`src/rtl/clk_freq_monitor.sv`:
```
// Frequency monitor for the divided PLL output. It counts meas_clk edges per gate
// window of clk cycles, qualifies lock and drives a registered downstream reset.
module clk_freq_monitor #(
  parameter int GATE_CYCLES  = 100000,
  parameter int EXP_COUNT    = 40,
  parameter int TOL          = 1,
  parameter int LOCK_WINDOWS = 4,
  parameter int CNT_W        = 16
) (
  input  logic             clk,
  input  logic             rst_n,
  input  logic             en,
  input  logic             meas_clk,
  input  logic             clear_fault,
  output logic [CNT_W-1:0] meas_count,
  output logic             meas_valid,
  output logic             locked,
  output logic             rst_out_n,
  output logic             fault
);
  localparam int GATE_W = (GATE_CYCLES > 1) ? $clog2(GATE_CYCLES) : 1;
  localparam int RUN_W  = $clog2(LOCK_WINDOWS + 1);
  localparam int WIDE_W = CNT_W + 1;
  localparam logic [GATE_W-1:0] GATE_LAST = GATE_W'(GATE_CYCLES - 1);
  localparam logic [RUN_W-1:0]  RUN_MAX   = RUN_W'(LOCK_WINDOWS);
  localparam logic [RUN_W-1:0]  RUN_ZERO  = {RUN_W{1'b0}};
  localparam logic [CNT_W-1:0]  CNT_MAX   = {CNT_W{1'b1}};
  localparam logic [WIDE_W-1:0] LO_BOUND  = (EXP_COUNT >= TOL) ? WIDE_W'(EXP_COUNT - TOL) : {WIDE_W{1'b0}};
  localparam logic [WIDE_W-1:0] HI_BOUND  = WIDE_W'(EXP_COUNT + TOL);

  typedef enum logic [1:0] {
    IDLE    = 2'd0,
    DISCARD = 2'd1,
    ACQUIRE = 2'd2,
    LOCKED  = 2'd3
  } state_t;

  function automatic logic in_window(input logic [CNT_W-1:0] count);
    logic [WIDE_W-1:0] wide;
    wide = {1'b0, count};
    return (wide >= LO_BOUND) && (wide <= HI_BOUND);
  endfunction

  state_t             state_r, state_s;
  logic               s1_r, s2_r, s3_r;
  logic [GATE_W-1:0]  gate_r;
  logic [CNT_W-1:0]   cnt_r;
  logic [RUN_W-1:0]   run_r, run_s;
  logic               fault_set_s;

  wire                edge_s       = s2_r & ~s3_r;
  wire                terminal_s   = (state_r != IDLE) && (gate_r == GATE_LAST);
  wire                close_s      = terminal_s & en;
  wire [CNT_W-1:0]    closed_cnt_s = (edge_s && (cnt_r != CNT_MAX)) ? cnt_r + CNT_W'(1) : cnt_r;
  wire                good_s       = in_window(closed_cnt_s);
  wire [RUN_W-1:0]    run_inc_s    = (run_r < RUN_MAX) ? run_r + RUN_W'(1) : run_r;

  // meas_clk synchroniser and edge-detect history
  always_ff @(posedge clk or negedge rst_n) begin
    if (!rst_n) begin
      s1_r <= 1'b0;
      s2_r <= 1'b0;
      s3_r <= 1'b0;
    end else begin
      s1_r <= meas_clk;
      s2_r <= s1_r;
      s3_r <= s2_r;
    end
  end

  // Gate and edge counters; the edge of the terminal cycle already sits in closed_cnt_s
  always_ff @(posedge clk or negedge rst_n) begin
    if (!rst_n) begin
      gate_r <= {GATE_W{1'b0}};
      cnt_r  <= {CNT_W{1'b0}};
    end else if (!en || (state_r == IDLE) || terminal_s) begin
      gate_r <= {GATE_W{1'b0}};
      cnt_r  <= {CNT_W{1'b0}};
    end else begin
      gate_r <= gate_r + GATE_W'(1);
      cnt_r  <= closed_cnt_s;
    end
  end

  // Next-state, good-run and fault-set decode
  always_comb begin
    state_s     = state_r;
    run_s       = run_r;
    fault_set_s = 1'b0;
    if (!en) begin
      state_s = IDLE;
      run_s   = RUN_ZERO;
    end else begin
      case (state_r)
        IDLE: begin
          state_s = DISCARD;
          run_s   = RUN_ZERO;
        end
        DISCARD: begin
          if (close_s) state_s = ACQUIRE;
          else         state_s = DISCARD;
        end
        ACQUIRE: begin
          if (close_s && good_s) begin
            run_s = run_inc_s;
            if (run_inc_s == RUN_MAX) state_s = LOCKED;
            else                      state_s = ACQUIRE;
          end else if (close_s) begin
            run_s = RUN_ZERO;
          end else begin
            run_s = run_r;
          end
        end
        LOCKED: begin
          if (close_s && good_s) begin
            run_s = run_inc_s;
          end else if (close_s) begin
            run_s       = RUN_ZERO;
            state_s     = ACQUIRE;
            fault_set_s = 1'b1;
          end else begin
            run_s = run_r;
          end
        end
        default: begin
          state_s = IDLE;
          run_s   = RUN_ZERO;
        end
      endcase
    end
  end

  // State, good-run counter and registered outputs; locked tracks the state exactly
  always_ff @(posedge clk or negedge rst_n) begin
    if (!rst_n) begin
      state_r    <= IDLE;
      run_r      <= RUN_ZERO;
      meas_count <= {CNT_W{1'b0}};
      meas_valid <= 1'b0;
      locked     <= 1'b0;
      rst_out_n  <= 1'b0;
      fault      <= 1'b0;
    end else begin
      state_r    <= state_s;
      run_r      <= run_s;
      meas_valid <= close_s;
      if (close_s) meas_count <= closed_cnt_s;
      else         meas_count <= meas_count;
      locked     <= (state_s == LOCKED);
      rst_out_n  <= locked;
      if (fault_set_s)      fault <= 1'b1;
      else if (clear_fault) fault <= 1'b0;
      else                  fault <= fault;
    end
  end
endmodule

```
`config.mk`:
```
export PLATFORM = sky130hd
export DESIGN_NAME = clk_freq_monitor
export DESIGN_NICKNAME = d
export VERILOG_FILES = /design/src/rtl/clk_freq_monitor.sv
export SDC_FILE = /design/constraint.sdc
export NUM_CORES = 1
export LEC_CHECK = 0
export ABC_AREA = 1
export CORE_ASPECT_RATIO = 2
export CORE_MARGIN = 2
export CORE_UTILIZATION = 45
export CTS_BUF_LIST = sky130_fd_sc_hd__clkbuf_4
export CTS_CLUSTER_DIAMETER = 30
export DETAILED_ROUTE_END_ITERATION = 8
export SYNTH_ARGS = -nofsm -noshare
export SYNTH_HDL_FRONTEND = slang
export SYNTH_SLANG_ARGS = --single-unit
export TNS_END_PERCENT = 100
```
`constraint.sdc`:
```
create_clock -name clk -period 6.2 [get_ports clk]
set_input_delay 0.93 -clock clk [delete_from_list [all_inputs] [get_ports clk]]
set_output_delay 0.93 -clock clk [all_outputs]
set_load 0.01 [all_outputs]
```
Word-level counts from Yosys, hierarchy flattened. Cells that the tools add are included.

Register bits after elaboration: 61. Input bits: 5. Output and inout bits: 20. Word-level logic and storage cells: 63.

$add $sub $neg: 3. Order comparisons: 3. Equality and inequality tests: 9. Multiplexer cells: 21. Bitwise operators: 3. Reductions and logical operators: 12.

Operator list (count): $mux 16 (2); $add 17x1->17 const B (1); $eq 17x17->1 const B (1); $mux 17 (1); $add 16x1->16 const B (1); $ge 16x6->1 const B (1); $le 16x6->1 const B (1); $ne 16x16->1 const B (1); $mux 3 (4); $mux 2 (5); $pmux 2 s4 (1); $mux 1 (7); $eq 2x2->1 const B (3); $pmux 3 s2 (1); $logic_and 1x1->1 (4); $ne 4x2->1 const B (1); $reduce_bool 2->1 (2); $add 3x1->3 const B (1); $eq 3x3->1 const B (1); $lt 3x3->1 const B (1); $ne 3x2->1 const B (1); $and 1x1->1 (2); $eq 2x1->1 const B (1); $logic_not 2->1 (1); other kinds (5) (6).

Longest topological paths before layout.
Depth after elaboration: 11. Mapped depth: 19. Depth with buffers taken out: 18.

Worst setup path after synthesis. OpenSTA, ideal clock, no wires.

Path kind: reg2reg. Start: register cnt_r[0]. End: register run_r[2]. Arrival time: 2080 ps. Slack: 4047 ps. Cell stages (with the launch flop): 16. Period minus slack after synthesis: 2153 ps. Cells stage by stage: dfrtp_1 -> ha_1 -> buf_2 -> inv_1 -> nor2_4 -> nand2_4 -> nor2_2 -> nor2_2 -> buf_6 -> nand2_1 -> o21ai_2 -> nand3_1 -> nor2_2 -> nand3_2 -> nand3b_4 -> a21oi_2.

Word-level cells in the longest chain between the ends: 9.

RTL lines: from (decl) (RTL line 47) `logic [CNT_W-1:0] cnt_r;`; from (signal assigned) (RTL line 75) `cnt_r <= {CNT_W{1'b0}};`; from (signal assigned) (RTL line 78) `cnt_r <= {CNT_W{1'b0}};`; from (signal assigned) (RTL line 81) `cnt_r <= closed_cnt_s;`; parallel branches: the longest is 2 deep, another holds $add 16x1->16; $mux 16 (*) (RTL line 54) `wire [CNT_W-1:0] closed_cnt_s = (edge_s && (cnt_r != CNT_MAX)) ? cnt_r + CNT_W'(1) : cnt_r;`; $ge 16x6->1 / $le 16x6->1 (equally long branches) (RTL line 41) `return (wide >= LO_BOUND) && (wide <= HI_BOUND);`; $logic_and 1x1->1 (*) (RTL line 41); $logic_and 1x1->1 (*) (RTL line 104, 115); $mux 3 (RTL line 104) `if (close_s && good_s) begin`; $pmux 3 s2 (RTL line 94) `case (state_r)`; $mux 3 (RTL line 90) `if (!en) begin`; to (signal assigned) (RTL line 145) `run_r <= run_s;`; to (decl) (RTL line 48) `logic [RUN_W-1:0] run_r, run_s;`.

Mark *: on every way between the ends. A chain may end at the register's enable or synchronous reset.

Worst setup path after layout.
Start: register cnt_r[0]. End: register locked.

Word-level cells in the longest chain between the ends: 10.

RTL lines: parallel branches: the longest is 2 deep, another holds $add 16x1->16; $mux 16 (*) (RTL line 54); $ge 16x6->1 / $le 16x6->1 (equally long branches) (RTL line 41); $logic_and 1x1->1 (*) (RTL line 41); $logic_and 1x1->1 (*) (RTL line 104, 115); $mux 2 (on tied branches) (RTL line 115, 104); $pmux 2 s4 (*) (RTL line 94); $mux 2 (*) (RTL line 90); $eq 2x2->1 (*) (RTL line 149) `locked <= (state_s == LOCKED);`; to (signal assigned) (RTL line 149); to (decl) (RTL line 17) `output logic locked,`.

Marked as above.

==> results by stage <==
Run status:
- The flow ran to the end, and the final reports show no timing, DRC or antenna violations.

STA:
- The final worst clock skew is ~11 ps.
- The worst path in the final design needs a cycle of about 2700 ps, including I/O delays and setup.
- The max-slew violation count came to 0.
- The transition time at the pin with the least slew margin is ~1100 ps.
- For this run, the top clock speed supported by timing is about 370 MHz.
- Setup violations remaining at the end of the flow were counted as 0.
- Setup repair after global routing left no endpoint under its margin.
- The final hold violation count is 0.
- The aggregate negative setup slack is 0 ps.
- Measured against its own limit, the worst slew margin works out to a little over a quarter.
- The post-route clock period utilization is between 40% and 50%.

Synthesis:
- The number of nets produced by synthesis is around 400.
- Yosys attributes the largest share of cell area to sky130_fd_sc_hd__dfrtp_1 (48%), sky130_fd_sc_hd__nand2_1 (13%), sky130_fd_sc_hd__inv_1 (6.0%).
- The number of different library cells used by synthesis comes to 35.
- The combined area of all synthesized cells is about 0.0032 sq mm.
- Summing the areas of all xor and xnor instances in the mapped netlist gives under 10% of the synthesized area.
- The synthesis-stage register bit count is 61.
- Synthesis produced a netlist whose cell count is 402.
- The compound-cell area share of the yosys netlist is 8.81%.
- The Yosys step of the flow raised 0 warnings.
- After synthesis, the largest family of logic cells by area is simple AND/OR/NAND/NOR gates.
- The mean instance size in the synthesized netlist is between 7 and 8 sq um.
- After synthesis, flip-flops and latches occupy between 40% and 50% of the total area.
- The fraction of synthesized area in multiplexers is 0.314%.
- The top cell type by total area after synthesis is sky130_fd_sc_hd__dfrtp_1.
- Summed over its instances, the top area cell type makes up 48.0% of the synthesized netlist area.
- After Yosys synthesis, full adders, half adders and majority gates account for approximately 1.2% of the synthesized area.
- The share of synthesized cell area in and, or, nand and nor gates is a little under a third.

Setup path:
- In this design, the stage delay of the slowest critical-path cell is roughly 500 ps.
- The worst endpoint required time is 6550 ps.
- The critical path is of the reg -> reg type.
- The largest driver fanout on the critical path is 16.
- The largest individual stage delay along the critical path comes from the cell sky130_fd_sc_hd__nor2_2.
- The cell that appears most often on the critical path is sky130_fd_sc_hd__nor2_2.
- The critical path goes through ha_1, inv_1, nor2_4, nand2_4, nor2_2, nor2_2, o21ai_0, nor2_1, nand2_1, nor2_2, nand3_2, nand2_2, nand2_1, nand2_1, nand2_2, nor2_2.
- The worst setup path is captured at a flop.
- The worst setup path is launched from a flop.
- At the worst endpoint, the arrival time is a little over 3000 ps.

Detailed routing:
- The wire length on met1 is around 2700 um.
- The detailed-routed wire length on met2 is around 3800 um.
- Dividing the detail-routed wire length by the instance count gives about 13 um.
- For this run, the detailed router's first-pass iteration total came to 4.
- Using the TritonRoute via totals, the vias-per-cell ratio works out to a little under 5.
- The uppermost metal layer occupied by signal nets is met4.
- The final layout contains routed wiring with a total length of 6920 um.
- The routed layout has 2544 vias.
- Detailed routing placed a total of roughly 140 um of wire on met3.
- The count of nets left with antenna violations once routing finished came out at 0.
- After the first detailed-routing iteration, the DRC count stood at 140.
- In the routed design, unresolved DRC markers number 0.

Layout:
- After the last flow step, the layout net total stands at roughly 440.
- Of the cells placed in the final design, the portion with a size suffix greater than 1 is a little over a tenth.
- From synthesis to final layout, the design area changed by 12.5%.
- The number of non-filler instances in the completed layout is 523.

GRT:
- The first-pass GRT wire length is roughly 12000 um.
- The initial antenna violation count came to 1.
- The number of global-route vias before repair is 2555.
- The maximum number of pins on one net before global-route repair is 62.
- The final global-route overflow total is 0.
- Global routing consumed, over all layers together, about 20% of the routing resources.

Clocking:
- The clock buffer count from CTS is 9.
- The clock drives about 60 sinks.
- The number of buffers inserted for hold repair after clock tree synthesis is 0.
- The latest clock arrival within the worst-skew pair is 410 ps.
- Post-CTS timing repair inserted 0 buffers for setup.
- Counting along the longest clock path gives a buffer depth of 2.
- The post-CTS resize count is 0.
- Clock-pin slew was measured on the worst setup and hold paths at 90 ps.
- The CTS tree is done.
- The root cell of the clock tree is sky130_fd_sc_hd__clkbuf_4.
- The H-tree level count is 3.

Floorplan:
- The floorplan has between 40 and 50 rows.
- The initial utilization of the core area, before any placement, comes to 46.2%.
- The die covers 0.00780 sq mm.
- The boundary pin count is 25.
- From bottom edge to top edge, the die measures roughly 120 um.
- The core area is 0.00689 sq mm.
- Measured along the x axis, the die boundary spans between 60 and 70 um.

Power:
- The overall power of the completed layout is about 0.65 mW.
- The maximum vdd ir drop is about 0.12 mV.
- For this design the static power due to leakage is 1.62 nW.
- In this run the power density over the cells is around 180 mW/mm^2.

Placement:
- The final estimated routing congestion in global placement is slightly above 0.8.
- In this run the tool buffered the top-level ports with 24 buffer cells.
- Summed over all nets, the half-perimeter wirelength after detailed placement is around 5300 um.
- The placed cell count is 508.

Job:
- The tool flagged a number of max-cap violations equal to 0.

Min path:
- The tightest min-delay check is of the reg -> reg type.
-- synthesized netlist by cell type, drive strengths merged --
master    n
a21boi    1
a21oi    12
a31oi     1
buf       4
clkbuf    5
clkinv    1
dfrtp    61
ha        3
inv      53
mux2i     1
nand2   115
nand3    21
nand3b    2
nand4    12
nor2     59
nor3      6
nor4      3
o21a      1
o21ai    30
o22ai     1
o41ai     1
xnor2     2
xor2      7
-- worst paths after layout --
| kind | startpoint | endpoint | slack, ps | cells after the start |
|---|---|---|---|---|
| min | s1_r | s2_r | 370 | 0 |
| min reg2reg | s1_r | s2_r | 370 | 0 |
| max reg2reg | cnt_r[0] | locked | 3500 | 16 |
| min in group asynchronous | rst_n | gate_r[0] | 660 | 2 |
| max | cnt_r[0] | locked | 3500 | 16 |
| max in group asynchronous | rst_n | cnt_r[15] | 5030 | 2 |
-- power breakdown --
| group | total, mW | internal (mW) | switching [mW] |
|---|---|---|---|
| Clock | 0.214 | 0.0786 | 0.135 |
| Combinational | 0.0335 | 0.00882 | 0.0247 |
| Sequential | 0.404 | 0.401 | 0.00292 |
| Total | 0.651 | 0.488 | 0.163 |
-- metal layers --
layer  track usage [%]  vias to the layer above
met2              36.0                       30
met1              21.2                     1163
met5                 0                        -
met4              13.3                        0
met3              3.46                       21
li1                  -                     1330
-- state kept, by name, summed over array words and instances, names as in the netlist, 2 cells and up --
name / count
gate_r: 17
cnt_r: 16
meas_count: 16
run_r: 3
state_r: 2
-- cell usage in the layout (no fill, tap or decap), types with 2 or more instances in the layout --
| cell | Yosys | final |
|---|---|---|
| sky130_fd_sc_hd__clkinv_1 | 1 | 3 |
| sky130_fd_sc_hd__inv_2 | 2 | 2 |
| sky130_fd_sc_hd__nand3_1 | 19 | 19 |
| sky130_fd_sc_hd__ha_1 | 3 | 3 |
| sky130_fd_sc_hd__nor2_1 | 50 | 50 |
| sky130_fd_sc_hd__nor2_2 | 6 | 6 |
| sky130_fd_sc_hd__nor3_1 | 6 | 6 |
| sky130_fd_sc_hd__clkbuf_4 | 0 | 10 |
| sky130_fd_sc_hd__nand2_4 | 2 | 2 |
| sky130_fd_sc_hd__nand2_2 | 7 | 7 |
| sky130_fd_sc_hd__o21ai_2 | 4 | 5 |
| sky130_fd_sc_hd__nor2_4 | 3 | 3 |
| sky130_fd_sc_hd__o21ai_0 | 24 | 24 |
| sky130_fd_sc_hd__nor4_1 | 3 | 3 |
| sky130_fd_sc_hd__a21oi_2 | 2 | 2 |
| sky130_fd_sc_hd__nand3_2 | 2 | 2 |
| sky130_fd_sc_hd__clkdlybuf4s50_1 | 0 | 23 |
| sky130_fd_sc_hd__clkinv_2 | 0 | 2 |
| sky130_fd_sc_hd__nand2_1 | 106 | 106 |
| sky130_fd_sc_hd__a21oi_1 | 10 | 10 |
| sky130_fd_sc_hd__xor2_1 | 7 | 7 |
| sky130_fd_sc_hd__dfrtp_1 | 61 | 61 |
| sky130_fd_sc_hd__nand4_1 | 12 | 12 |
| sky130_fd_sc_hd__inv_1 | 51 | 51 |
| sky130_fd_sc_hd__xnor2_1 | 2 | 2 |
-- cell families after synthesis --
kind of cell / Yosys count
DFF: 61
and+or+nand+nor: 218
xor gates and xnor gates: 9
buffers and inverters: 63
AOI/OAI and AO/OA: 47
adders and majority gates: 3
muxes: 1
-- critical path: cells and delay by family, from the launching register on --
kind	cells	cell delay (ps)
and+or+nand+nor	13	1500
DFF	1	440
adders and majority gates	1	310
AOI/OAI and AO/OA	1	270
buffers and inverters	1	120
-- final cells by class --
class | count | area (sq um)
Clock buffer | 10 | 75.1
Clock inverter | 4 | 17.5
Sequential cell | 61 | 1530
Fill cell | 716 | 3310
Timing Repair Buffer | 25 | 243
Tap cell | 90 | 113
Antenna cell | 1 | 2.50
Multi-Input combinational cell | 278 | 1400
Inverter | 54 | 203
-- stage by stage --
stage / setup slack (ps) / area [sq um] / utilization (%) / hold WS, ps
final: 3500 / 3580 / 52.0 / 369
after global routing: 3170 / 3580 / 52.0 / 382
after CTS: 3440 / 3580 / 51.9 / 373
after detailed placement: 3060 / 3480 / 50.6 / 350
after global placement: 3110 / 3480 / 50.6 / 335
after floorplan: 4050 / 3180 / - / 331
No activity file was read; power rests on OpenSTA's default activity.
